==> src/rtl/chnl_host_port.sv <==
// Host-side endpoint of one RIFFA channel: originates RX transactions toward a user core from a
// host word stream and terminates the user core's TX transactions into a host word stream.
module chnl_host_port #(
    parameter int C_PCI_DATA_WIDTH = 32
) (
    input  logic                        CLK,
    input  logic                        RST_N,
    input  logic                        START,
    input  logic [31:0]                 START_LEN,
    input  logic [30:0]                 START_OFF,
    input  logic                        START_LAST,
    input  logic [C_PCI_DATA_WIDTH-1:0] HWR_DATA,
    input  logic                        HWR_VALID,
    output logic                        HWR_READY,
    output logic [C_PCI_DATA_WIDTH-1:0] HRD_DATA,
    output logic                        HRD_VALID,
    input  logic                        HRD_READY,
    output logic                        RX_BUSY,
    output logic                        RX_DONE,
    output logic                        TX_DONE,
    output logic [31:0]                 TX_LEN_Q,
    output logic                        CHNL_RX,
    output logic                        CHNL_RX_LAST,
    output logic [31:0]                 CHNL_RX_LEN,
    output logic [30:0]                 CHNL_RX_OFF,
    output logic [C_PCI_DATA_WIDTH-1:0] CHNL_RX_DATA,
    output logic                        CHNL_RX_DATA_VALID,
    input  logic                        CHNL_RX_ACK,
    input  logic                        CHNL_RX_DATA_REN,
    input  logic                        CHNL_TX,
    input  logic                        CHNL_TX_LAST,
    input  logic [31:0]                 CHNL_TX_LEN,
    input  logic [30:0]                 CHNL_TX_OFF,
    input  logic [C_PCI_DATA_WIDTH-1:0] CHNL_TX_DATA,
    input  logic                        CHNL_TX_DATA_VALID,
    output logic                        CHNL_TX_ACK,
    output logic                        CHNL_TX_DATA_REN
);
    localparam int W = C_PCI_DATA_WIDTH / 32;
    localparam logic [32:0] W_INC = 33'(W);

    typedef enum logic [1:0] {RxIdle, RxReq, RxData, RxDone} rx_state_e;
    typedef enum logic [1:0] {TxIdle, TxAck, TxData, TxDone} tx_state_e;

    // ---------------- RX: host stream -> user core ----------------
    rx_state_e                   r_rx_st;
    logic [31:0]                 r_rx_len;
    logic [31:0]                 r_rx_cnt;
    logic [31:0]                 r_rx_ld;
    logic [30:0]                 r_rx_off;
    logic                        r_rx_last;
    logic                        r_rx_full;
    logic [C_PCI_DATA_WIDTH-1:0] r_rx_data;

    logic [32:0] w_rx_cnt_nxt;
    logic [32:0] w_rx_ld_nxt;
    logic        w_rx_ld_more;
    logic        w_rx_xfer;
    logic        w_hwr_ready;
    logic        w_hwr_fire;

    assign w_rx_cnt_nxt = {1'b0, r_rx_cnt} + W_INC;
    assign w_rx_ld_nxt  = {1'b0, r_rx_ld} + W_INC;
    // r_rx_ld counts words loaded, so the host is stalled once the final beat is in the register
    assign w_rx_ld_more = r_rx_ld < r_rx_len;
    assign w_rx_xfer    = r_rx_full & CHNL_RX_DATA_REN;
    assign w_hwr_ready  = (r_rx_st == RxData) & w_rx_ld_more & (~r_rx_full | CHNL_RX_DATA_REN);
    assign w_hwr_fire   = HWR_VALID & w_hwr_ready;

    always_ff @(posedge CLK or negedge RST_N) begin
        if (!RST_N) begin
            r_rx_st   <= RxIdle;
            r_rx_len  <= '0;
            r_rx_cnt  <= '0;
            r_rx_ld   <= '0;
            r_rx_off  <= '0;
            r_rx_last <= 1'b0;
            r_rx_full <= 1'b0;
            r_rx_data <= '0;
        end else begin
            case (r_rx_st)
                RxIdle: begin
                    if (START) begin
                        r_rx_len  <= START_LEN;
                        r_rx_off  <= START_OFF;
                        r_rx_last <= START_LAST;
                        r_rx_cnt  <= '0;
                        r_rx_ld   <= '0;
                        r_rx_st   <= RxReq;
                    end
                end
                RxReq: begin
                    if (CHNL_RX_ACK) begin
                        r_rx_st <= (r_rx_len == '0) ? RxDone : RxData;
                    end
                end
                RxData: begin
                    if (w_hwr_fire) begin
                        r_rx_data <= HWR_DATA;
                        r_rx_ld   <= w_rx_ld_nxt[32] ? '1 : w_rx_ld_nxt[31:0];
                        r_rx_full <= 1'b1;
                    end else if (w_rx_xfer) begin
                        r_rx_full <= 1'b0;
                    end
                    if (w_rx_xfer) begin
                        r_rx_cnt <= w_rx_cnt_nxt[31:0];
                        if (w_rx_cnt_nxt >= {1'b0, r_rx_len}) begin
                            r_rx_st <= RxDone;
                        end
                    end
                end
                RxDone: r_rx_st <= RxIdle;
                default: r_rx_st <= RxIdle;
            endcase
        end
    end

    assign HWR_READY          = w_hwr_ready;
    assign RX_BUSY            = (r_rx_st != RxIdle);
    assign RX_DONE            = (r_rx_st == RxDone);
    assign CHNL_RX            = (r_rx_st == RxReq) | (r_rx_st == RxData);
    assign CHNL_RX_LEN        = r_rx_len;
    assign CHNL_RX_OFF        = r_rx_off;
    assign CHNL_RX_LAST       = r_rx_last;
    assign CHNL_RX_DATA       = r_rx_data;
    assign CHNL_RX_DATA_VALID = r_rx_full;

    // ---------------- TX: user core -> host stream ----------------
    tx_state_e                   r_tx_st;
    logic [31:0]                 r_tx_len;
    logic [31:0]                 r_tx_cnt;
    logic                        r_tx_seen;
    logic                        r_hrd_valid;
    logic [C_PCI_DATA_WIDTH-1:0] r_hrd_data;

    logic [32:0] w_tx_cnt_nxt;
    logic        w_tx_ren;
    logic        w_tx_acc;
    logic        w_hrd_fire;
    logic        w_tx_done;

    assign w_tx_cnt_nxt = {1'b0, r_tx_cnt} + W_INC;
    assign w_tx_ren     = (r_tx_st == TxData) & (~r_hrd_valid | HRD_READY);
    assign w_tx_acc     = CHNL_TX_DATA_VALID & w_tx_ren;
    assign w_hrd_fire   = r_hrd_valid & HRD_READY;
    // Pulse only after the last beat has left for the host, and only once per request
    assign w_tx_done    = (r_tx_st == TxDone) & ~r_hrd_valid & ~r_tx_seen;

    always_ff @(posedge CLK or negedge RST_N) begin
        if (!RST_N) begin
            r_tx_st     <= TxIdle;
            r_tx_len    <= '0;
            r_tx_cnt    <= '0;
            r_tx_seen   <= 1'b0;
            r_hrd_valid <= 1'b0;
            r_hrd_data  <= '0;
        end else begin
            if (w_tx_acc) begin
                r_hrd_data  <= CHNL_TX_DATA;
                r_hrd_valid <= 1'b1;
            end else if (w_hrd_fire) begin
                r_hrd_valid <= 1'b0;
            end
            case (r_tx_st)
                TxIdle: begin
                    if (CHNL_TX) begin
                        r_tx_len <= CHNL_TX_LEN;
                        r_tx_cnt <= '0;
                        r_tx_st  <= TxAck;
                    end
                end
                TxAck: r_tx_st <= (r_tx_len == '0) ? TxDone : TxData;
                TxData: begin
                    if (w_tx_acc) begin
                        r_tx_cnt <= w_tx_cnt_nxt[31:0];
                        if (w_tx_cnt_nxt >= {1'b0, r_tx_len}) begin
                            r_tx_st <= TxDone;
                        end
                    end
                end
                TxDone: begin
                    if (w_tx_done) begin
                        r_tx_seen <= 1'b1;
                    end
                    if ((r_tx_seen | w_tx_done) & ~CHNL_TX) begin
                        r_tx_seen <= 1'b0;
                        r_tx_st   <= TxIdle;
                    end
                end
                default: r_tx_st <= TxIdle;
            endcase
        end
    end

    assign HRD_DATA         = r_hrd_data;
    assign HRD_VALID        = r_hrd_valid;
    assign TX_DONE          = w_tx_done;
    assign TX_LEN_Q         = r_tx_len;
    assign CHNL_TX_ACK      = (r_tx_st == TxAck);
    assign CHNL_TX_DATA_REN = w_tx_ren;

    // Offset and last flag of TX requests carry no meaning for the host sink
    logic w_unused;
    assign w_unused = ^{CHNL_TX_LAST, CHNL_TX_OFF};

endmodule

==> config.mk <==
export PLATFORM = sky130hd
export DESIGN_NAME = chnl_host_port
export DESIGN_NICKNAME = d
export VERILOG_FILES = /design/src/rtl/chnl_host_port.sv
export SDC_FILE = /design/constraint.sdc
export NUM_CORES = 1
export LEC_CHECK = 0
export ABC_CLOCK_PERIOD_IN_PS = 8660
export BUFFER_PORTS_ARGS = -buffer_cell sky130_fd_sc_hd__buf_2
export CAP_MARGIN = 10
export CORE_MARGIN = 5
export CORE_UTILIZATION = 49
export DETAILED_ROUTE_END_ITERATION = 7
export HOLD_SLACK_MARGIN = 0.02
export PLACE_DENSITY_LB_ADDON = 0.05
export SETUP_SLACK_MARGIN = 0.2
export SYNTH_ARGS = -nofsm -noshare
export SYNTH_HDL_FRONTEND = slang
export SYNTH_SLANG_ARGS = --single-unit
==> constraint.sdc <==
create_clock -name CLK -period 8.66 [get_ports CLK]
set_clock_uncertainty 0.2 [all_clocks]
set_input_delay 0 -clock CLK [delete_from_list [all_inputs] [get_ports CLK]]
set_output_delay 0 -clock CLK [all_outputs]
set_load 0.02 [all_outputs]
==> flow_metrics.tcl <==
set metrics [dict create \
    clkSinkCount 263 \
    maxSlewViolCount 0 \
    synth_cell_types 64 \
    clk_path_buf_depth 3 \
    drcViolationCount 0 \
    groute.layer.met1.usage_pct 35.83 \
    async_flop_share_pct 100.0 \
    dpl_worst_slack_ps 4193 \
    vdd.ir_drop.worst_v 0.0002255 \
    number_of_enable_flip_flop_cells_after_synthesis 0 \
    grt_antenna_before_repair 3 \
    arrival_time_of_the_worst_setup_path_ps 4780 \
    grt_util_all_layers_pct 30.35 \
    post-route-worst-setup-slack_ps 4128 \
    fmax_mhz 220.6 \
    syn_area_per_cell_um2 10.12 \
    synthesis.area_mm2 0.01438 \
    drive_above_1_share_pct 25.42 \
    synth_top_cell_area_share_pct 45.78 \
    worstSkewPairLatency_ps 560 \
    end_kind "register" \
    worstSetupStartpointType "register" \
    final.setup.tns_ps 0 \
    num_io_pins 370 \
    cts.repair.resized 0 \
    fp.dieArea_mm2 0.03286 \
    post_drt_wl_per_cell_um 20.26 \
    root_buffer "clkbuf_16" \
    area_of_the_core_mm2 0.02886 \
    worst_hold_path_type "in -> reg" \
    met3_track_utilization_from_global_routing_pct 4.967 \
    place.detailed.hpwl_um 29300 \
    ys.flop_type "dfrtp_1" \
    synthDominantAreaCellType "dfrtp_1" \
    globalRoute.busiestLayer "met2" \
    ant_nets_after_route 0 \
    cts.htree.levels 1 \
    grt_pass1_vias 14941 \
    clkSlewWorstSetupHoldPaths_ps 70 \
    initial_utilization_pct 49.81 \
    fin_util_pct 73.76 \
    die_y_um 181.3 \
    timing.critical_path.required_ps 8910 \
    synth_sequential_area_ratio_pct 45.78 \
    firstDrtPassIters 5 \
    layout-area-overhead-vs-synth_pct 48.08 \
    cts_made_buffers 31 \
    detail_route.vias_per_cell 5.567 \
    overflow 0 \
    routed-via-count 14102 \
    hold_slack_ps 26.60 \
    detail_route.iter0.violations 858 \
    post_synth_top_cells "dfrtp_1 (263), nand2_1 (197), mux2_2 (130), ha_1 (108), inv_1 (84)" \
    synthCells 1421 \
    finalHoldViolCount 0 \
    grt_start_max_net_pins 106 \
    slew_at_the_pin_closest_to_its_max_slew_limit_ps 1154 \
    ys_ff_latch 263 \
    max-cap-violations 0 \
    max-slew-margin-rel_pct 22.87 \
    power_leakage_nw 10.38 \
    grt_first_pass_wirelength_um 81390 \
    outcome "finished, final reports clean" \
    portBuffers 337 \
    tritoncts "done" \
    fin_nets 2432 \
    layout_worst_path_cycle_share_pct 52.33 \
    postSynthNetCount 1730 \
    yosys_warns 0 \
    setup.worst_path.class "reg -> reg" \
    totalWireLength_um 51320 \
    finalWorstPathRequiredPeriod_ps 4532 \
    grt_met2_use_pct 54.75 \
    fp-row-count 62 \
    path_max_fanout 7 \
    die_w_um 181.3 \
    finalSetupViolations 0 \
    powerDensity_mw_per_mm2 296.5 \
    rsz0062_at_grt "false" \
    synth_most_common_cell "dfrtp_1" \
    synth_top_cells_by_area "dfrtp_1 (46%), mux2_2 (10%), ha_1 (9.4%), nand2_1 (5.1%), o21ai_0 (2.9%)" \
    gp_routability_congestion 0.8444 \
]
state kept, by name (all words and copies together), names as in the netlist:
name,count
r_tx_cnt,32
TX_LEN_Q,32
r_rx_ld,32
HRD_DATA,32
r_tx_st,2
r_rx_st,2
CHNL_RX_DATA_VALID,1
CHNL_RX_DATA,32
CHNL_RX_LEN,32
CHNL_RX_LAST,1
r_tx_seen,1
r_rx_cnt,32
CHNL_RX_OFF,31
HRD_VALID,1
layer usage:
layer	vias to the layer above	part of all wire (%)	wire length [um]
met4	4	4.6	2354
met1	6849	38	19680
met5	-	0.027	14
met2	586	51	26340
met3	163	5.7	2932
li1	6500	-	-
where the power goes:
part / switching [W] / internal, W / total [W]
registers: 0.000396 / 0.00164 / 0.00203
clock network: 0.000572 / 0.000870 / 0.00144
logic: 0.00168 / 0.00115 / 0.00284
total: 0.00265 / 0.00366 / 0.00631
cell families after synthesis:
kind of cell,share of synthesized area [%]
adders and majority gates,9.400
AOI/OAI and AO/OA,11.94
xor gates and xnor gates,3.656
and+or+nand+nor,14.89
DFF,45.78
muxes,10.47
buffers and inverters,3.856
metrics by stage:
step / instances / instance area (um2) / power [W]
floorplan: 1421 / 14380 / 0.003496
global placement: 2100 / 16410 / 0.004349
detailed placement: 2100 / 16410 / 0.004410
CTS: 2531 / 21270 / 0.006122
global route: 2533 / 21290 / 0.006636
finish: 2533 / 21290 / 0.006311
cells in the final DEF (no fill, tap or decap), types with 9 or more instances in the layout:
cell type,count
o31ai_1,15
nand3_1,51
nand2_1,196
o21ai_0,80
and4_1,9
xor2_1,21
a22o_1,31
nand4_1,36
a21oi_1,75
nor4_1,23
ha_1,108
inv_1,84
and3_1,21
xnor2_1,39
buf_2,336
mux2_2,130
a31oi_1,14
buf_4,11
clkbuf_16,31
dfrtp_1,263
nor2_1,65
dlygate4sd3_1,373
repair_timing:
| action | CTS | global route |
|---|---|---|
| setup buffers | 0 | 0 |
| hold buffers | 373 | 1 |
| endpoints found under the setup margin | 0 | 0 |
| endpoints found under the hold margin | 286 | 1 |
final cells by class:
cell class	instances	area, um2
fill	1967	7571
sequential	263	6581
clock inverter	21	274.0
tap	384	480.5
inverter	84	315.3
clock buffer	37	838.3
antenna	1	2.502
timing repair buffer	722	5540
multi-input combinational	1021	7254
worst max-delay path, stage by stage, from the launching register on:
cell and delay (ps):
dfrtp_1 450, and4_1 300, nand3_1 210, nor4_2 660, and3_1 350, and3_1 220
xor2_1 150, ha_1 250, nand3_1 100, nor2_1 50, and4_1 210, a211oi_1 280
o211ai_1 140, o21ai_0 430, mux2_2 400
path summary, 6_finish.rpt:
check	start	to	slack, ps	cells past startpoint
hold / removal	HWR_DATA[12]	CHNL_RX_DATA[12]	30	3
setup / recovery	r_rx_cnt[5]	r_rx_st[1]	4130	14
min in group asynchronous	RST_N	CHNL_RX_LEN[5]	370	4
hold reg to reg	CHNL_RX_DATA[20]	CHNL_RX_DATA[20]	300	1
setup reg to reg	r_rx_cnt[5]	r_rx_st[1]	4130	14
max in group asynchronous	RST_N	TX_LEN_Q[28]	6600	5
Power figures use the tool's default switching activity.
